--- src/rtl/ctrl_pipe_pkg.sv ---
// Shared types and constants for the ctrl_pipe decode-and-carry unit.
// Optional feature macro: RV32M_EN (mul/div decode and EX interlock).
package ctrl_pipe_pkg;

    typedef enum logic [6:0] {
        OP_LUI   = 7'b0110111,
        OP_AUIPC = 7'b0010111,
        OP_JAL   = 7'b1101111,
        OP_JALR  = 7'b1100111,
        OP_BR    = 7'b1100011,
        OP_LOAD  = 7'b0000011,
        OP_STORE = 7'b0100011,
        OP_IMM   = 7'b0010011,
        OP_REG   = 7'b0110011
    } rv32i_opcode_t;

    // Encoding matches funct3 for add/sll/xor/srl/or/and so those map directly.
    typedef enum logic [2:0] {
        alu_add = 3'b000, alu_sll = 3'b001, alu_sra = 3'b010, alu_sub = 3'b011,
        alu_xor = 3'b100, alu_srl = 3'b101, alu_or  = 3'b110, alu_and = 3'b111
    } alu_ops_t;

    typedef enum logic [2:0] {
        md_mul = 3'b000, md_mulh = 3'b001, md_mulhsu = 3'b010, md_mulhu = 3'b011,
        md_div = 3'b100, md_divu = 3'b101, md_rem    = 3'b110, md_remu  = 3'b111
    } muldiv_op_t;

    typedef enum logic [2:0] {
        rf_alu_out, rf_br_en, rf_u_imm, rf_load, rf_pc_plus4
    } regfilemux_sel_t;

    localparam logic [6:0] FUNCT7_ALT    = 7'b0100000;
    localparam logic [6:0] FUNCT7_MULDIV = 7'b0000001;
    localparam logic [2:0] CMP_BLT       = 3'b100;
    localparam logic [2:0] CMP_BLTU      = 3'b110;

    typedef struct packed {
        logic [6:0]      opcode;
        logic [2:0]      funct3;
        alu_ops_t        aluop;
        logic [2:0]      cmpop;
        logic            alumux1_sel;   // 0: rs1, 1: pc
        logic            alumux2_sel;   // 0: imm, 1: rs2
        logic            cmpmux_sel;    // 0: rs2, 1: imm
        regfilemux_sel_t regfilemux_sel;
        muldiv_op_t      md_op;
        logic            load_regfile;
        logic            dmem_read;
        logic            dmem_write;
    } ctrl_word_t;

    typedef struct packed {
        logic       valid;
        logic       trap;
        logic [4:0] rs1;
        logic [4:0] rs2;
        logic [4:0] rd;
        logic       muldiv;
        ctrl_word_t ctrl;
    } ctrl_stage_t;

    localparam ctrl_word_t CTRL_DEFAULT = '{
        opcode: 7'b0, funct3: 3'b0, aluop: alu_add, cmpop: 3'b0,
        alumux1_sel: 1'b0, alumux2_sel: 1'b0, cmpmux_sel: 1'b0,
        regfilemux_sel: rf_alu_out, md_op: md_mul,
        load_regfile: 1'b0, dmem_read: 1'b0, dmem_write: 1'b0
    };

    localparam ctrl_stage_t CTRL_BUBBLE = '{
        valid: 1'b0, trap: 1'b0, rs1: 5'b0, rs2: 5'b0, rd: 5'b0,
        muldiv: 1'b0, ctrl: CTRL_DEFAULT
    };

    // Keep a stage's fields for debug visibility but strip every side effect.
    function automatic ctrl_stage_t to_bubble(input ctrl_stage_t s);
        ctrl_stage_t b;
        b                   = s;
        b.valid             = 1'b0;
        b.trap              = 1'b0;
        b.muldiv            = 1'b0;
        b.ctrl.load_regfile = 1'b0;
        b.ctrl.dmem_read    = 1'b0;
        b.ctrl.dmem_write   = 1'b0;
        return b;
    endfunction

endpackage

--- src/rtl/ctrl_pipe_decode.sv ---
// Combinational RV32I decoder: instruction word -> stage control word.
// Optional feature macro: RV32M_EN (decode funct7=0000001 op_reg as mul/div).
module ctrl_pipe_decode
    import ctrl_pipe_pkg::*;
(
    input  logic [31:0] instr,
    output ctrl_stage_t dec,
    output logic        uses_rs1,
    output logic        uses_rs2
);

    logic [6:0] opcode;
    logic [2:0] funct3;
    logic [6:0] funct7;
    logic       arith;
    logic       is_reg;

    assign opcode = instr[6:0];
    assign funct3 = instr[14:12];
    assign funct7 = instr[31:25];

    // Decode table, then shared ALU selection for op_imm/op_reg.
    always_comb begin
        // NOTE: every output gets a default first so no path leaves one unassigned (no latches).
        dec                = CTRL_BUBBLE;
        dec.valid          = 1'b1;
        dec.rs1            = instr[19:15];
        dec.rs2            = instr[24:20];
        dec.rd             = instr[11:7];
        dec.ctrl.opcode    = opcode;
        dec.ctrl.funct3    = funct3;
        uses_rs1           = 1'b1;
        uses_rs2           = 1'b0;
        arith              = 1'b0;
        is_reg             = 1'b0;

        case (opcode)
            OP_LUI: begin
                uses_rs1                 = 1'b0;
                dec.ctrl.regfilemux_sel  = rf_u_imm;
                dec.ctrl.load_regfile    = 1'b1;
            end
            OP_AUIPC: begin
                uses_rs1                 = 1'b0;
                dec.ctrl.alumux1_sel     = 1'b1;
                dec.ctrl.load_regfile    = 1'b1;
            end
            OP_JAL: begin
                uses_rs1                 = 1'b0;
                dec.ctrl.alumux1_sel     = 1'b1;
                dec.ctrl.regfilemux_sel  = rf_pc_plus4;
                dec.ctrl.load_regfile    = 1'b1;
            end
            OP_JALR: begin
                dec.ctrl.regfilemux_sel  = rf_pc_plus4;
                dec.ctrl.load_regfile    = 1'b1;
            end
            OP_BR: begin
                uses_rs2                 = 1'b1;
                dec.ctrl.cmpop           = funct3;
                dec.ctrl.alumux1_sel     = 1'b1;
                dec.rd                   = 5'd0;
            end
            OP_LOAD: begin
                dec.ctrl.dmem_read       = 1'b1;
                dec.ctrl.regfilemux_sel  = rf_load;
                dec.ctrl.load_regfile    = 1'b1;
            end
            OP_STORE: begin
                uses_rs2                 = 1'b1;
                dec.ctrl.dmem_write      = 1'b1;
                dec.rd                   = 5'd0;
            end
            OP_IMM: begin
                dec.ctrl.cmpmux_sel      = 1'b1;
                dec.ctrl.load_regfile    = 1'b1;
                arith                    = 1'b1;
            end
            OP_REG: begin
                uses_rs2                 = 1'b1;
                dec.ctrl.alumux2_sel     = 1'b1;
                if (funct7 == FUNCT7_MULDIV) begin
`ifdef RV32M_EN
                    dec.muldiv               = 1'b1;
                    dec.ctrl.md_op           = muldiv_op_t'(funct3);
                    dec.ctrl.regfilemux_sel  = rf_alu_out;
                    dec.ctrl.load_regfile    = 1'b1;
`else
                    dec.trap                 = 1'b1;
`endif
                end else begin
                    dec.ctrl.load_regfile    = 1'b1;
                    arith                    = 1'b1;
                    is_reg                   = 1'b1;
                end
            end
            default: dec.trap = 1'b1;
        endcase

        if (arith) begin
            case (funct3)
                3'b010: begin
                    dec.ctrl.cmpop          = CMP_BLT;
                    dec.ctrl.regfilemux_sel = rf_br_en;
                end
                3'b011: begin
                    dec.ctrl.cmpop          = CMP_BLTU;
                    dec.ctrl.regfilemux_sel = rf_br_en;
                end
                3'b101:  dec.ctrl.aluop = (funct7 == FUNCT7_ALT) ? alu_sra : alu_srl;
                // addi has no subtract form; its upper bits are immediate.
                3'b000:  dec.ctrl.aluop = (is_reg && funct7 == FUNCT7_ALT) ? alu_sub : alu_add;
                default: dec.ctrl.aluop = alu_ops_t'(funct3);
            endcase
        end

        if (dec.rd == 5'd0) dec.ctrl.load_regfile = 1'b0;
    end

endmodule

--- src/rtl/ctrl_pipe.sv ---
// Decode-once control pipeline with stall, flush, load-use and mul/div interlocks.
// Optional feature macro: RV32M_EN (multi-cycle mul/div occupancy of stage 0).
module ctrl_pipe
    import ctrl_pipe_pkg::*;
#(
    parameter int NUM_STAGES    = 3,
    parameter int FLUSH_DEPTH   = 2,
    parameter int MULDIV_CYCLES = 4
) (
    input  logic                         clk,
    input  logic                         rst,
    input  logic                         id_valid_i,
    output logic                         id_ready_o,
    input  logic [31:0]                  instr_i,
    input  logic                         stall_i,
    input  logic                         flush_i,
    output ctrl_stage_t [NUM_STAGES-1:0] stage_o
);

    if (NUM_STAGES < 2 || NUM_STAGES > 6 || FLUSH_DEPTH < 1 ||
        FLUSH_DEPTH > NUM_STAGES || MULDIV_CYCLES < 1) begin : g_param_check
        $error("ctrl_pipe: illegal parameter combination");
    end

    // Stage that receives the squashed remnant of the last flushed stage.
    localparam int FD_IDX = (FLUSH_DEPTH < NUM_STAGES) ? FLUSH_DEPTH : NUM_STAGES - 1;

    ctrl_stage_t [NUM_STAGES-1:0] stage_q;
    ctrl_stage_t [NUM_STAGES-1:0] stage_d;
    ctrl_stage_t                  dec;
    logic                         uses_rs1;
    logic                         uses_rs2;
    logic                         load_use;
    logic                         md_busy;
    logic                         accept;

    ctrl_pipe_decode u_decode (
        .instr    (instr_i),
        .dec      (dec),
        .uses_rs1 (uses_rs1),
        .uses_rs2 (uses_rs2)
    );

    assign load_use = stage_q[0].valid && stage_q[0].ctrl.dmem_read && (stage_q[0].rd != 5'd0) &&
                      (((stage_q[0].rd == dec.rs1) && uses_rs1) ||
                       ((stage_q[0].rd == dec.rs2) && uses_rs2));

    assign id_ready_o = !rst && !stall_i && !load_use && !md_busy;
    assign accept     = id_valid_i && id_ready_o;
    assign stage_o    = stage_q;

`ifdef RV32M_EN
    localparam int CW = (MULDIV_CYCLES > 1) ? $clog2(MULDIV_CYCLES) : 1;

    logic [CW-1:0] md_cnt_q;

    assign md_busy = (md_cnt_q != '0);

    // Remaining EX cycles of the mul/div op occupying stage 0.
    always_ff @(posedge clk or posedge rst) begin
        if (rst) begin
            md_cnt_q <= '0;
        end else if (flush_i) begin
            md_cnt_q <= '0;
        end else if (!stall_i) begin
            if (md_busy)                  md_cnt_q <= md_cnt_q - 1'b1;
            else if (accept && dec.muldiv) md_cnt_q <= CW'(MULDIV_CYCLES - 1);
        end
    end
`else
    assign md_busy = 1'b0;
`endif

    // Next stage contents: hold, shift, interlock bubbles, then flush override.
    always_comb begin
        stage_d = stage_q;
        if (!stall_i) begin
            for (int k = NUM_STAGES - 1; k >= 2; k--) stage_d[k] = stage_q[k-1];
            if (md_busy) begin
                stage_d[1] = CTRL_BUBBLE;
            end else begin
                stage_d[1] = stage_q[0];
                stage_d[0] = accept ? dec : CTRL_BUBBLE;
            end
        end
        if (flush_i) begin
            for (int k = 0; k < FLUSH_DEPTH; k++) stage_d[k] = CTRL_BUBBLE;
            if (FLUSH_DEPTH < NUM_STAGES && !stall_i) stage_d[FD_IDX] = to_bubble(stage_q[FD_IDX-1]);
        end
    end

    // Stage register array; reset discards everything in flight.
    always_ff @(posedge clk or posedge rst) begin
        // NOTE: sequential state uses non-blocking assignment so every stage samples pre-edge values.
        if (rst) stage_q <= {NUM_STAGES{CTRL_BUBBLE}};
        else     stage_q <= stage_d;
    end

endmodule

--- config.mk ---
export PLATFORM = sky130hd
export DESIGN_NAME = ctrl_pipe
export DESIGN_NICKNAME = d
export VERILOG_FILES = /design/src/rtl/ctrl_pipe_pkg.sv /design/src/rtl/ctrl_pipe_decode.sv /design/src/rtl/ctrl_pipe.sv
export SDC_FILE = /design/constraint.sdc
export NUM_CORES = 1
export LEC_CHECK = 0
export ABC_AREA = 0
export ABC_CLOCK_PERIOD_IN_PS = 4800
export CAP_MARGIN = 0
export CORE_MARGIN = 2
export CORE_UTILIZATION = 35
export CTS_CLUSTER_DIAMETER = 200
export DETAILED_ROUTE_END_ITERATION = 10
export GPL_TIMING_DRIVEN = 0
export SLEW_MARGIN = 20
export SYNTH_ARGS = -nofsm -noshare
export SYNTH_HDL_FRONTEND = slang
export SYNTH_HIERARCHICAL = 1
export SYNTH_SLANG_ARGS = --single-unit
--- constraint.sdc ---
create_clock -name clk -period 4.8 [get_ports clk]
set_clock_uncertainty 0.2 [all_clocks]
set_input_delay 0.48 -clock clk [delete_from_list [all_inputs] [get_ports clk]]
set_output_delay 0.48 -clock clk [all_outputs]
set_load 0.01 [all_outputs]
==> qor.yml <==
outcome: "complete, no violations"
period_share_pct: 80.9
ys.flop_type: "dfrtp_1"
antenna_left: 0
reg2reg_setup_slack_ns: 2.29
peakVddDrop_mv: 0.253
rsz0062_at_grt: "no"
path_class: "in2out"
die_y_um: 139
hold_path_class: "in2reg"
worstPathMaxFanout: 10
cts_setup_buffers: 0
path_cells: "clkdlybuf4s50_1 -> nand4bb_4 -> a211oi_1 -> nand2_1 -> o22ai_1 -> clkbuf_1 -> a211oi_2 -> clkdlybuf4s50_1"
clk_pin_slew_ns: 0.06
synth_warnings: 6
hold_path_end: "stage_o[27]"
dieArea_mm2: 0.0193
cts-root-buf: "clkbuf_16"
initial_core_util_pct: 35.6
ys_async_sr_fraction_pct: 100
diodes: 0
clock_path_buffers: 2
wl_per_cell_um: 18.6
netlist_area_mm2: 0.00638
antenna_found_initial: 0
routed_wl_um: 18600
final.min_clock_period_ns: 3.89
rows: 49
cts_resized: 0
max_cap_violations: 0
synth-edff-count: 0
fmax_mhz: 257
slew_violations: 0
p_leak_nw: 3.91
finalSetupViolCount: 0
grt_pass1_vias: 5332
cts_sinks: 138
vias: 5219
vias_per_cell: 5.23
ys_seq_area_share_pct: 54.1
portBuffers: 162
fin_nets: 792
syn_inst: 570
dieWidth_um: 139
clk_latency_ns: 0.42
gp_congestion: 0.833
worst_slack_ns: 0.914
crit_slowest_cell: "clkdlybuf4s50_1"
cp_common_cell: "clkdlybuf4s50_1"
end_kind: "output port"
grt_usage_pct: 19.5
stdcell_count: 997
drive_above_1_share_pct: 15.9
power_mw: 2.71
hold_buffers: 0
core_mm2: 0.0179
timing.rr.start: "stage_o[33]"
hpwl_um: 13600
area_growth_pct: 39.3
dr.pass1.iters: 6
layout_commonest_cell: "clkdlybuf4s50_1"
slew_headroom_pct: 38.2
design_area_mm2: 0.00888
drt-initial-drc-count: 263
numCtsBuffers: 17
worstPathArrival_ns: 3.21
r2r_cells: 6
fin_util_pct: 49.6
startpoint_type: "primary input"
cp.required_ns: 4.12
cpPeakStageDelay_ns: 0.58
synth.avg_cell_area_um2: 11.2
hold_depth: 3
cts_tree: "yes"
r2r_end: "stage_o[18]"
cts_max_level: 4
place_ws_ns: 0.929
grt_max_degree: 78
dp.cells: 965
finalHoldViolations: 0
drc: 0
worst_pin_slew_ns: 0.927
ioPinCount: 176
min_from: "instr_i[6]"
p_per_area_mw_per_mm2: 305
synth.distinct_cells: 46
grt_overflow: 0
grt_pass1_wl_um: 29600
dpl-instance-area_mm2: 0.00833
final_cell_mix: "162 x clkdlybuf4s50_1, 138 x dfrtp_1, 54 x nor2_1"
synth_seq_cells: 138
-- critical path: cells and delay by family --
family                 cells  cell delay [ns]
buffers and inverters      3             1.59
AOI/OAI and AO/OA          3             0.68
and+or+nand+nor            2             0.45
-- through the flow --
stage / TNS [ns] / hold WS, ns
finish: 0 / 0.126
CTS: 0 / 0.110
detailed placement: 0 / 0.293
global route: 0 / 0.131
floorplan: 0 / 0.345
global placement: -209.03 / 0.287
-- Yosys cell counts, types with 4 or more instances --
library cell  instances  area (um2)
mux2_2               40         450
xnor2_1              10        87.6
dfrtp_1             138        3450
clkbuf_1             27         101
and2_4                5        43.8
mux2i_1              46         460
nand2_1              53         199
buf_4                27         203
o21ai_0              49         245
buf_2                11        55.1
a22o_1                6        52.6
nor2_1               54         203
inv_1                 4        15.0
a32oi_1              46         403
-- worst max-delay path by stage --
stage	startpoint	endpoint	slack [ns]	cells after the start
final	instr_i[3]	id_ready_o	0.91	8
after global routing	instr_i[3]	id_ready_o	0.83	8
after CTS	instr_i[3]	id_ready_o	0.93	8
after detailed placement	instr_i[3]	id_ready_o	0.93	8
after global placement	rst	async pin	-1.52	2
after floorplan	rst	async pin	0.42	1
-- where the power goes --
group          switching, mW  internal (mW)
Clock                  0.481          0.748
Combinational          0.140          0.125
Sequential            0.0252           1.19
-- layer usage --
metal / part of all wire (%) / wire length [um] / vias to the layer above / GRT usage, %
met1: 44 / 8140 / 2610 / 24.8
met2: 48 / 8830 / 181 / 31.6
met5: 0 / 0 / - / 0
met4: 2.2 / 405 / 0 / 7.76
li1: - / - / 2403 / -
met3: 6.4 / 1200 / 25 / 5.39
-- cell families after synthesis --
family                    share of synthesized area (%)
muxes                                              14.3
and+or+nand+nor                                    10.6
xor gates and xnor gates                           1.37
other                                             0.118
DFF                                                54.1
AOI/OAI and AO/OA                                  13.1
buffers and inverters                              6.39
-- area by class of cell --
type                            instances  area [um2]
Buffer                                 69         389
Clock buffer                           24         482
Clock inverter                          8        68.8
Fill cell                            1674        9020
Inverter                                5        26.3
Multi-Input combinational cell        361        2530
Sequential cell                       138        3450
Tap cell                              229         287
Timing Repair Buffer                  163        1650
Note: power is estimated with default switching activity, not from simulation.
